===== config.mk =====
export PLATFORM = sky130hd
export DESIGN_NAME = mul_div_unit
export DESIGN_NICKNAME = d
export VERILOG_FILES = /design/src/rtl/mul_div_unit.sv
export SDC_FILE = /design/constraint.sdc
export NUM_CORES = 1
export LEC_CHECK = 0
export CAP_MARGIN = 20
export CORE_MARGIN = 5
export CORE_UTILIZATION = 46
export DETAILED_ROUTE_END_ITERATION = 8
export PLACE_DENSITY_LB_ADDON = 0.05
export SYNTH_ARGS = -nofsm -noshare
export SYNTH_HDL_FRONTEND = slang
export SYNTH_SLANG_ARGS = --single-unit

===== constraint.sdc =====
create_clock -name clk -period 4.25 [get_ports clk]
set_input_delay 0.6375 -clock clk [delete_from_list [all_inputs] [get_ports clk]]
set_output_delay 0.6375 -clock clk [all_outputs]
set_load 0.05 [all_outputs]

===== src/rtl/mul_div_unit.sv =====
`default_nettype none
// ============================================================================
// Module   : mul_div_unit
// Purpose  : Iterative MULT/MULTU/DIV/DIVU engine owning the HI/LO pair.
//            Optional macro MDU_EARLY_OUT_EN ends multiplies early once the
//            remaining multiplier bits are zero.
// Revision : 1.0 - initial release
// ============================================================================
module mul_div_unit #(
    parameter int WIDTH = 32
) (
    input  logic             clk,
    input  logic             reset,
    input  logic             start,
    input  logic [1:0]       op,
    input  logic [WIDTH-1:0] a,
    input  logic [WIDTH-1:0] b,
    output logic             busy,
    output logic             done,
    output logic [WIDTH-1:0] hi,
    output logic [WIDTH-1:0] lo,
    output logic             div_zero
);

    localparam int c_CNT_W = $clog2(WIDTH);

    typedef enum logic [1:0] {
        S_IDLE = 2'd0,
        S_RUN  = 2'd1,
        S_FIX  = 2'd2,
        S_DONE = 2'd3
    } state_t;

    state_t               r_state;
    state_t               w_next;
    logic [c_CNT_W-1:0]   r_cnt;
    logic [2*WIDTH-1:0]   r_acc;
    logic [WIDTH-1:0]     r_opb;
    logic                 r_is_div;
    logic                 r_sign_a;
    logic                 r_neg;
    logic                 r_dz_pend;

    logic                 w_accept;
    logic                 w_last;
    logic                 w_early;
    logic                 w_sa;
    logic                 w_sb;
    logic [WIDTH-1:0]     w_abs_a;
    logic [WIDTH-1:0]     w_abs_b;
    logic [WIDTH:0]       w_sum;
    logic [WIDTH:0]       w_shifted;
    logic [WIDTH:0]       w_diff;
    logic [WIDTH-1:0]     w_new_rem;
    logic [2*WIDTH-1:0]   w_acc_step;
    logic [2*WIDTH-1:0]   w_fix_acc;
    logic [2*WIDTH-1:0]   w_prod;
    logic [WIDTH-1:0]     w_quo;
    logic [WIDTH-1:0]     w_rem;
    logic [WIDTH-1:0]     w_res_hi;
    logic [WIDTH-1:0]     w_res_lo;

    assign w_accept = start && (r_state == S_IDLE || r_state == S_DONE);
    assign w_last   = (r_cnt == c_CNT_W'(WIDTH - 1));
    assign w_sa     = op[0] & a[WIDTH-1];
    assign w_sb     = op[0] & b[WIDTH-1];
    assign w_abs_a  = w_sa ? -a : a;
    assign w_abs_b  = w_sb ? -b : b;

    // Multiply: {partial high, multiplier} shifts right; product bits fill from the top.
    assign w_sum      = {1'b0, r_acc[2*WIDTH-1:WIDTH]} + (r_acc[0] ? {1'b0, r_opb} : '0);
    // Divide: restoring step; the low half holds dividend bits shifting out / quotient bits in.
    assign w_shifted  = {r_acc[2*WIDTH-1:WIDTH], r_acc[WIDTH-1]};
    assign w_diff     = w_shifted - {1'b0, r_opb};
    assign w_new_rem  = w_diff[WIDTH] ? w_shifted[WIDTH-1:0] : w_diff[WIDTH-1:0];
    assign w_acc_step = r_is_div ? {w_new_rem, r_acc[WIDTH-2:0], ~w_diff[WIDTH]}
                                 : {w_sum, r_acc[WIDTH-1:1]};

`ifdef MDU_EARLY_OUT_EN
    logic [WIDTH-1:0] w_mask;
    assign w_mask    = {WIDTH{1'b1}} >> (32'(r_cnt) + 32'd1);
    assign w_early   = !r_is_div && (((r_acc[WIDTH-1:0] >> 1) & w_mask) == '0);
    // Skipped iterations would only shift; apply them all at once.
    assign w_fix_acc = r_acc >> ((WIDTH - 1) - 32'(r_cnt));
`else
    assign w_early   = 1'b0;
    assign w_fix_acc = r_acc;
`endif

    assign w_prod = r_neg ? -w_fix_acc : w_fix_acc;
    assign w_quo  = r_neg ? -r_acc[WIDTH-1:0] : r_acc[WIDTH-1:0];
    // With a zero divisor the remainder ends as |a|, so sign restore yields the original a.
    assign w_rem  = r_sign_a ? -r_acc[2*WIDTH-1:WIDTH] : r_acc[2*WIDTH-1:WIDTH];

    assign w_res_hi = r_is_div ? w_rem : w_prod[2*WIDTH-1:WIDTH];
    assign w_res_lo = r_is_div ? (r_dz_pend ? {WIDTH{1'b1}} : w_quo) : w_prod[WIDTH-1:0];

    always_ff @(posedge clk) begin
        if (reset) begin
            r_state <= S_IDLE;
        end else begin
            r_state <= w_next;
        end
    end

    always_comb begin
        w_next = r_state;
        busy   = 1'b0;
        done   = 1'b0;
        case (r_state)
            S_IDLE: begin
                if (w_accept) w_next = S_RUN;
            end
            S_RUN: begin
                busy = 1'b1;
                if (w_last || w_early) w_next = S_FIX;
            end
            S_FIX: begin
                busy   = 1'b1;
                w_next = S_DONE;
            end
            S_DONE: begin
                done   = 1'b1;
                w_next = w_accept ? S_RUN : S_IDLE;
            end
            default: w_next = S_IDLE;
        endcase
    end

    always_ff @(posedge clk) begin
        if (reset) begin
            r_cnt     <= '0;
            r_acc     <= '0;
            r_opb     <= '0;
            r_is_div  <= 1'b0;
            r_sign_a  <= 1'b0;
            r_neg     <= 1'b0;
            r_dz_pend <= 1'b0;
            hi        <= '0;
            lo        <= '0;
            div_zero  <= 1'b0;
        end else if (w_accept) begin
            r_cnt     <= '0;
            r_is_div  <= op[1];
            r_sign_a  <= w_sa;
            r_neg     <= w_sa ^ w_sb;
            r_dz_pend <= op[1] && (b == '0);
            r_opb     <= op[1] ? w_abs_b : w_abs_a;
            r_acc     <= {{WIDTH{1'b0}}, (op[1] ? w_abs_a : w_abs_b)};
        end else if (r_state == S_RUN) begin
            r_acc <= w_acc_step;
            if (w_next == S_RUN) r_cnt <= r_cnt + 1'b1;
        end else if (r_state == S_FIX) begin
            hi       <= w_res_hi;
            lo       <= w_res_lo;
            div_zero <= r_dz_pend;
        end
    end

endmodule
`default_nettype wire


==> impl_results.md, run 1 <==
* Number of antenna violations at the first check in global routing at 1
* Power per Cell Area at 375.2 mW/mm^2
* CTS Root Cell: clkbuf_16
* Syn Area/Cell at 7.411 sq um
* GRT Overall Usage at 27.43%
* Leakage at between 6 and 7 nW
* First-pass GRT wire length at ~78000 um
* Via-to-Cell Ratio at 6.047
* Post-synthesis cell type count at 81
* Worst skew pair latency at approximately 0.46 ns
* I/O Buffers at 135
* CP Capture Type: flop
* Core area at 0.03139 sq mm
* Starting density of the core at 46.43%
* Cell count after placement at 2426
* Post-route ant nets at 0
* # diodes at 0
* Clock tree sinks at roughly 170
* Layout Cells excl Fill at around 2500
* Setup Skew at between 0.01 and 0.015 ns
* Core Util, Final at 53.89%
* Seq cells post-synth at 172
* Worst-Margin Slew at 1.033 ns
* Critical Path Start Type: flop
* Setup violation total in the final timing report at 0
* Slowest cell on the critical path: a2111oi_0
* Arrival time worst endpoint at 4.13 ns
* Post-Route WL at 50180 um
* Longest Clk Path Bufs at 2
* Max Fclk at roughly 0.26 GHz
* Vias in the first global route at 13830
* Layout Nets at ~2200
* First DRT Iteration DRCs at 1365
* Wirelength per Cell at 20.41 um
* Total grt overflow at 0
* FILL cells at around 3100
* Cells along the critical path: inv_1, ha_1, a21o_1, a21oi_1, o21ai_0, and3_1, a2111oi_0, nand3_1, buf_4, mux2i_1, nor3_1, a211o_1
* WS Path Type: reg2reg
* Slowest stage delay, CP at 0.61 ns
* Unrepaired setup endpoints after global routing: no
* # DRC at 0
* Hold Violations, Final at 0
* VDD IR max at 0.0002885 V
* Placed wire-length estimate at 38750 um
* Post-Synthesis Net Count at 2112
* Slew Viols, Final at 0
* Die height at 188.0 um
* Post-CTS Setup Bufs at 0
* Synth Warn # at 0
* Die W at ~190 um
* Area Growth Syn to Fin at 16.05%
* CTS tree: done
* Period utilization at ~89%
* Hold WS at 0.4594 ns
* TritonRoute pass-1 iters at 5
* Critical path peak fanout at 14
* Top FF cell, synth: dfxtp_1
* Synth Instances at about 2000
* Largest net degree at the start of global routing at 69
* Setup_tns at 0 ns
* Post-synth ARST share at 0%
* Status: finished, final reports clean
* CTS Buf Count at 17
* CTS resizes at 0
* Die area at 0.03535 sq mm
* CTS clock-pin slew for the worst setup and hold paths at roughly 0.08 ns
* Htree depth at 4
* Seq/Total Area, Yosys at between 20% and 30%
* Max-Cap Viols at 0
* Total power at 6.347 mW
* Worst Path Required at 4.60 ns
* Post-CTS Hold Fix Bufs at 0
* Final min period at 3.781 ns
* Synth Cell Area at 0.01458 sq mm
* Most frequent cells in the layout: nor2_1 (236), a21oi_1 (207), nand2_1 (174), dfxtp_1 (171), clkdlybuf4s50_1 (133)
* Slew Limit Headroom at 30.90%
* I/O Pins at 136
* Vias at about 15000
* Layout cells sized above 1 at 6.566%
* Worst min path class: reg2reg
* Most common cell after layout, fill and taps aside: nor2_1
* Num rows at 65
* Final GP Congestion at 0.9448
* EDFF count, synth at 0
## through the flow
stage	instance area [sq um]	setup WS, ns
3_5_place_dp	16330	0.4837
3_3_place_gp	16330	0.5297
2_1_floorplan	14580	1.069
5_1_grt	16920	0.1773
4_1_cts	16920	0.5269
6_report	16920	0.4694
## logic make-up (layout without fill, tap and decap cells)
logic type               count (synthesis)  after routing  share of synthesized area [%]
adder cells (fa/ha/maj)                 76             76                          6.627
flip-flops                             172            172                          23.62
AO/OA/AOI/OAI                          632            632                          27.79
AND/OR/NAND/NOR                        637            637                          20.85
XOR/XNOR                               166            166                          9.974
multiplexers                            81             81                          5.639
buffers and inverters                  203            292                          5.494
## critical path, delay by kind of cell (launching register included)
| kind | cells | cell delay, ns |
|---|---|---|
| AOI/OAI and AO/OA | 5 | 1.45 |
| adders and majority gates | 1 | 0.36 |
| buffers and inverters | 2 | 0.47 |
| DFF | 1 | 0.33 |
| muxes | 1 | 0.18 |
| and+or+nand+nor | 3 | 0.86 |
## power breakdown
part           internal (mW)  switching [mW]  leakage (nW)  total [mW]
Sequential              1.73           0.194          1.40        1.92
Combinational           1.11            1.72          4.78        2.83
Clock                  0.801           0.796         0.291        1.60
## Yosys cell counts, types with 10 or more instances
library cell / count / area share [%]
ha_1: 74 / 6.4
or3_1: 19 / 0.82
o211ai_1: 64 / 3.3
a211oi_1: 77 / 4.0
nand3_1: 22 / 0.76
mux2i_1: 72 / 4.9
nand2b_1: 21 / 0.90
or4_1: 20 / 1.0
nor2b_1: 12 / 0.52
a21o_1: 33 / 1.7
nor4_1: 16 / 0.69
o21ai_0: 106 / 3.6
clkbuf_1: 108 / 2.8
a21oi_1: 207 / 7.1
nor3_1: 35 / 1.2
xnor2_1: 82 / 4.9
nand2_1: 174 / 4.5
o22ai_1: 10 / 0.43
dfxtp_1: 172 / 24
o31ai_1: 22 / 1.1
inv_1: 69 / 1.8
o41ai_1: 13 / 0.78
xor2_1: 84 / 5.0
nor2_1: 236 / 6.1
a31oi_1: 18 / 0.77
and3_1: 19 / 0.82
buf_1: 14 / 0.36
## state kept, by name, summed over array words and instances (netlist names), 2 cells and up
name / count
lo: 32
r_acc: 64
hi: 32
r_opb: 32
r_cnt: 5
r_state: 2
## worst paths after layout
path                                 from  slack, ns   endpoint  depth (start not counted)
worst min-delay path             r_opb[8]       0.46   r_opb[8]                          2
worst min register to register   r_opb[8]       0.46   r_opb[8]                          2
worst max register to register  r_opb[25]       0.47  r_acc[49]                         12
worst max-delay path            r_opb[25]       0.47  r_acc[49]                         12
## routing by layer
metal	vias to the layer above	global-route usage (%)	part of all wire, %
met3	84	4.393	7.2
li1	7305	-	-
met4	0	9.232	2.9
met5	-	0	0
met2	513	42.58	44
met1	6962	38.77	46
## area by class of cell
type	count	area, sq um	area share (%)
clock buffer	18	439.2	2.596
clock inverter	14	146.4	0.8654
inverter	70	262.8	1.553
multi-input combinational	1592	10360	61.25
sequential	172	3447	20.38
tap	402	503.0	2.973
timing repair buffer	190	1757	10.38
Note: power is estimated with default switching activity, not from simulation.
==> run 2: changes to the inputs <==
GPL_ROUTABILITY_DRIVEN = 0   (was default)
==> impl_results.md, run 2 (same netlist as run 1, synthesis figures left out) <==
* Worst skew pair latency at 0.45 ns
* CTS tree: done
* Layout Nets at 2181
* Critical Path Start Type: flop
* Slew Viols, Final at 0
* Max FFs per register at 64
* Vias at ~15000
* Design area at between 0.015 and 0.02 sq mm
* Worst-Margin Slew at 0.9972 ns
* Starting density of the core at 46.43%
* Wirelength per Cell at 20.23 um
* Final min period at approximately 3.6 ns
* Core area at 0.03139 sq mm
* Register area at roughly 0.0034 sq mm
* Status: finished, final reports clean
* Worst Path Required at around 4.6 ns
* Power per Cell Area at approximately 380 mW/mm^2
* Placed wire-length estimate at 37840 um
* Post-CTS Hold Fix Bufs at 0
* Hold WS at 0.4521 ns
* Max Fclk at 0.2748 GHz
* Most common cell after layout, fill and taps aside: nor2_1
* Setup_tns at 0 ns
* # DRC at 0
* I/O Pins at 136
* Setup violation total in the final timing report at 0
* Layout cells sized above 1 at 6.198%
* Period utilization at about 86%
* GRT Overall Usage at 26.97%
* CTS resizes at 0
* CP Capture Type: flop
* Most flops, register: r_acc
* CTS Buf Count at 17
* Die W at 188.0 um
* Post-route ant nets at 0
* Via-to-Cell Ratio at 6.062
* WS Path Type: reg2reg
* Clock tree sinks at approximately 170
* TritonRoute pass-1 iters at 5
* CTS clock-pin slew for the worst setup and hold paths at 0.08 ns
* First-pass GRT wire length at 76970 um
* Critical path peak fanout at 41
* First DRT Iteration DRCs at 1411
* Die height at around 190 um
* FILL cells at 3065
* Multi-input gate area at approximately 0.010 sq mm
* Vias in the first global route at 13680
* Unrepaired setup endpoints after global routing: no
* Htree depth at 4
* Largest net degree at the start of global routing at a little under 70
* Die area at 0.03535 sq mm
* Worst min path class: reg2reg
* Dpl cell area at 0.01629 sq mm
* Max-Cap Viols at 0
* Setup Skew at 0.01679 ns
* I/O Buffers at 135
* Leakage at 6.437 nW
* Post-CTS Setup Bufs at 0
* Core Util, Final at between 50% and 60%
* Most frequent cells in the layout: nor2_1 (236), a21oi_1 (207), nand2_1 (174), dfxtp_1 (171), clkdlybuf4s50_1 (133)
* VDD IR max at about 0.00027 V
* Post-Route WL at ~50000 um
* Longest Clk Path Bufs at 2
* Area Growth Syn to Fin at 15.89%
* Hold Violations, Final at 0
* Number of antenna violations at the first check in global routing at 0
* Slew Limit Headroom at 33.28%
* # diodes at 0
* Num rows at 65
* Total grt overflow at 0
* CTS Root Cell: clkbuf_16
* Arrival time worst endpoint at between 3 and 4 ns
[run 2: final timing paths]
check            start   endpoint  slack (ns)  cells past startpoint
max          r_acc[32]  r_acc[48]        0.61                     12
min           r_opb[8]   r_opb[8]        0.45                      2
max reg2reg  r_acc[32]  r_acc[48]        0.61                     12
min reg2reg   r_opb[8]   r_opb[8]        0.45                      2
[run 2: report_power, final]
| part | total [mW] | internal, mW | switching (mW) |
|---|---|---|---|
| Sequential | 1.94 | 1.73 | 0.209 |
| Combinational | 2.79 | 1.10 | 1.69 |
| Clock | 1.65 | 0.899 | 0.746 |
[run 2: final cells by class]
cell class                      count  share of cell area, %
Multi-Input combinational cell   1592                  61.34
Sequential cell                   172                  20.41
Timing Repair Buffer              183                  10.16
Tap cell                          402                  2.978
Clock buffer                       19                  2.622
Inverter                           70                  1.555
Clock inverter                     13                 0.9407
[run 2: layer usage]
metal / GRT usage, % / up-vias / part of all wire, %
met1: 38.33 / 6946 / 46
li1: - / 7270 / -
met4: 7.933 / 0 / 2.4
met2: 42.11 / 564 / 45
met5: 0 / - / 0
met3: 4.393 / 77 / 7.3
[run 2: critical path, stage by stage, from the launching register on]
cell	delay, ns
dfxtp_1	0.57
inv_1	0.15
fa_1	0.49
nand2b_1	0.18
a21oi_1	0.29
o21bai_1	0.17
a21oi_1	0.36
o2111ai_1	0.18
nand3_1	0.18
buf_12	0.24
mux2_2	0.36
a211oi_1	0.25
nor3_1	0.07
[run 2: through the flow]
| stage | std cells | power [mW] | worst slack (ns) |
|---|---|---|---|
| 2_1_floorplan | 1967 | 3.910 | 1.069 |
| 3_3_place_gp | 2419 | 4.681 | 0.5071 |
| 3_5_place_dp | 2419 | 4.700 | 0.5013 |
| 4_1_cts | 2451 | 6.356 | 0.6299 |
| 5_1_grt | 2451 | 6.750 | 0.3222 |
| 6_report | 2451 | 6.370 | 0.6115 |
==> run 3: changes to the inputs <==
CORE_UTILIZATION = 59   (was 46)
MAX_ROUTING_LAYER = met4   (was default)
==> impl_results.md, run 3 (same netlist as run 1, synthesis figures left out) <==
* CP Capture Type: flop
* Critical path peak fanout at 11
* Worst-Margin Slew at 0.8683 ns
* Register area at 0.003447 sq mm
* Placed wire-length estimate at 35730 um
* Setup violation total in the final timing report at 0
* CTS Root Cell: clkbuf_16
* Slowest stage delay, CP at 0.47 ns
* Max FFs per register at 64
* Reg-to-reg slack, setup at 0.54 ns
* GRT Overall Usage at ~33%
* Most frequent cells in the layout: nor2_1 (236), a21oi_1 (207), nand2_1 (174), dfxtp_1 (171), clkdlybuf4s50_1 (133)
* Starting density of the core at 59.94%
* Wirelength per Cell at 19.74 um
* First DRT Iteration DRCs at 1789
* Slew Limit Headroom at 41.90%
* Layout Nets at 2178
* Critical R2R Launch: r_acc[0]
* Worst Hold Depth at 2
* WS Path Type: reg2reg
* Power per Cell Area at roughly 380 mW/mm^2
* Post-route ant nets at 0
* Die W at about 170 um
* Critical Path Start Type: flop
* Area Growth Syn to Fin at 15.31%
* Leakage at between 6 and 7 nW
* Most flops, register: r_acc
* Layout cells sized above 1 at 6.109%
* Hold path endpoint: r_opb[10]
* TritonRoute pass-1 iters at 6
* Total power at 6.397 mW
* Largest net degree at the start of global routing at 68
* Dpl cell area at 0.01617 sq mm
* CTS Buf Count at 17
* Cells along the critical path: inv_1, nor2_1, ha_1, o21ai_0, o31ai_1, a211oi_1, buf_4, o21ai_0, o21ai_0, buf_4, o22ai_1, nor4_1, o32ai_1, a21oi_1
* CP dominant cell by count: o21ai_0
* Slowest cell on the critical path: o21ai_0
* Design area at around 0.017 sq mm
* Vias at 15320
* FILL cells at 2154
* First-pass GRT wire length at 73970 um
* Worst Path Required at 4.58 ns
* Final min period at 3.713 ns
* Hold Violations, Final at 0
* Number of antenna violations at the first check in global routing at 3
* Core Util, Final at 69.12%
* Hold_sp: r_opb[10]
* Multi-input gate area at 0.01036 sq mm
* VDD IR max at roughly 0.00029 V
* Unrepaired setup endpoints after global routing: no
* Period utilization at 87.35%
* Worst skew pair latency at about 0.45 ns
* Worst r2r dst: r_acc[60]
* I/O Buffers at 135
* Die area at 0.02795 sq mm
* Max Fclk at 0.2694 GHz
* Htree depth at 4
* Post-CTS Setup Bufs at 0
* Top Family by Delay on Critical Path: compound AO/OA/AOI/OAI gates
* Hold WS at 0.4530 ns
* Clock tree sinks at 172
* Core area at ~0.024 sq mm
* Setup_tns at 0 ns
* CTS tree: done
* Setup Skew at 0.01466 ns
* I/O Pins at 136
* CP bufs+invs at 3
* Slew Viols, Final at 0
* Post-CTS Hold Fix Bufs at 0
* Num rows at 57
* Most common cell after layout, fill and taps aside: nor2_1
* Longest Clk Path Bufs at 2
* CTS clock-pin slew for the worst setup and hold paths at ~0.080 ns
* FF-to-FF path depth at 14
* Max-Cap Viols at 0
* Status: finished, final reports clean
* Die height at 167.2 um
* Vias in the first global route at between 10000 and 15000
* CTS resizes at 0
* # DRC at 0
* Worst min path class: reg2reg
* Arrival time worst endpoint at 4.05 ns
* Via-to-Cell Ratio at 6.460
* Post-Route WL at 46820 um
* Total grt overflow at 0
[run 3: cell types whose count changed in the layout (fill, tap and decap cells not counted), sizes merged, moves of 2 or more]
cell and change:
clkbuf -2, buf -3, clkinv +4, bufinv -2, inv +2, clkinvlp -2
[run 3: worst max path at each step]
stage,from,to,slack [ns],depth (start not counted)
2_1_floorplan,r_acc[0],r_acc[48],1.07,13
3_3_place_gp,a[8],r_opb[29],0.56,10
3_5_place_dp,a[8],r_opb[29],0.52,10
4_1_cts,r_acc[0],r_acc[62],0.58,14
5_1_grt,r_acc[0],r_acc[62],0.22,14
6_report,r_acc[0],r_acc[60],0.54,14
[run 3: worst min-delay path, stage by stage (launching register included)]
cell and delay (ns):
dfxtp_1 0.31, nand2_1 0.05, a21oi_1 0.05
[run 3: stage by stage]
step / std cells / worst slack, ns
after global placement: 2338 / 0.5577
after global routing: 2371 / 0.2243
after detailed placement: 2338 / 0.5158
final: 2371 / 0.5375
after CTS: 2370 / 0.5810
after floorplan: 1967 / 1.069
[run 3: layer usage]
layer	share of wire, %	global-route usage [%]	vias up
met5	0	-	-
met2	45	51.20	788
li1	-	-	7264
met1	41	43.46	7099
met4	3.9	11.89	0
met3	10	5.186	165
[run 3: where the power goes]
group / switching [mW] / internal, mW
clock network: 0.854 / 0.820
registers: 0.201 / 1.73
logic: 1.68 / 1.11
total: 2.74 / 3.66
[run 3: area by class of cell]
| type | count | share of cell area, % |
|---|---|---|
| multi-input cells | 1592 | 61.64 |
| repair buffers | 180 | 10.08 |
| diodes | 1 | 0.01489 |
| clock buffers | 17 | 2.531 |
| clock inverters | 15 | 1.251 |
| inverters | 70 | 1.563 |
| well taps | 324 | 2.412 |
| flip-flops and latches | 172 | 20.51 |
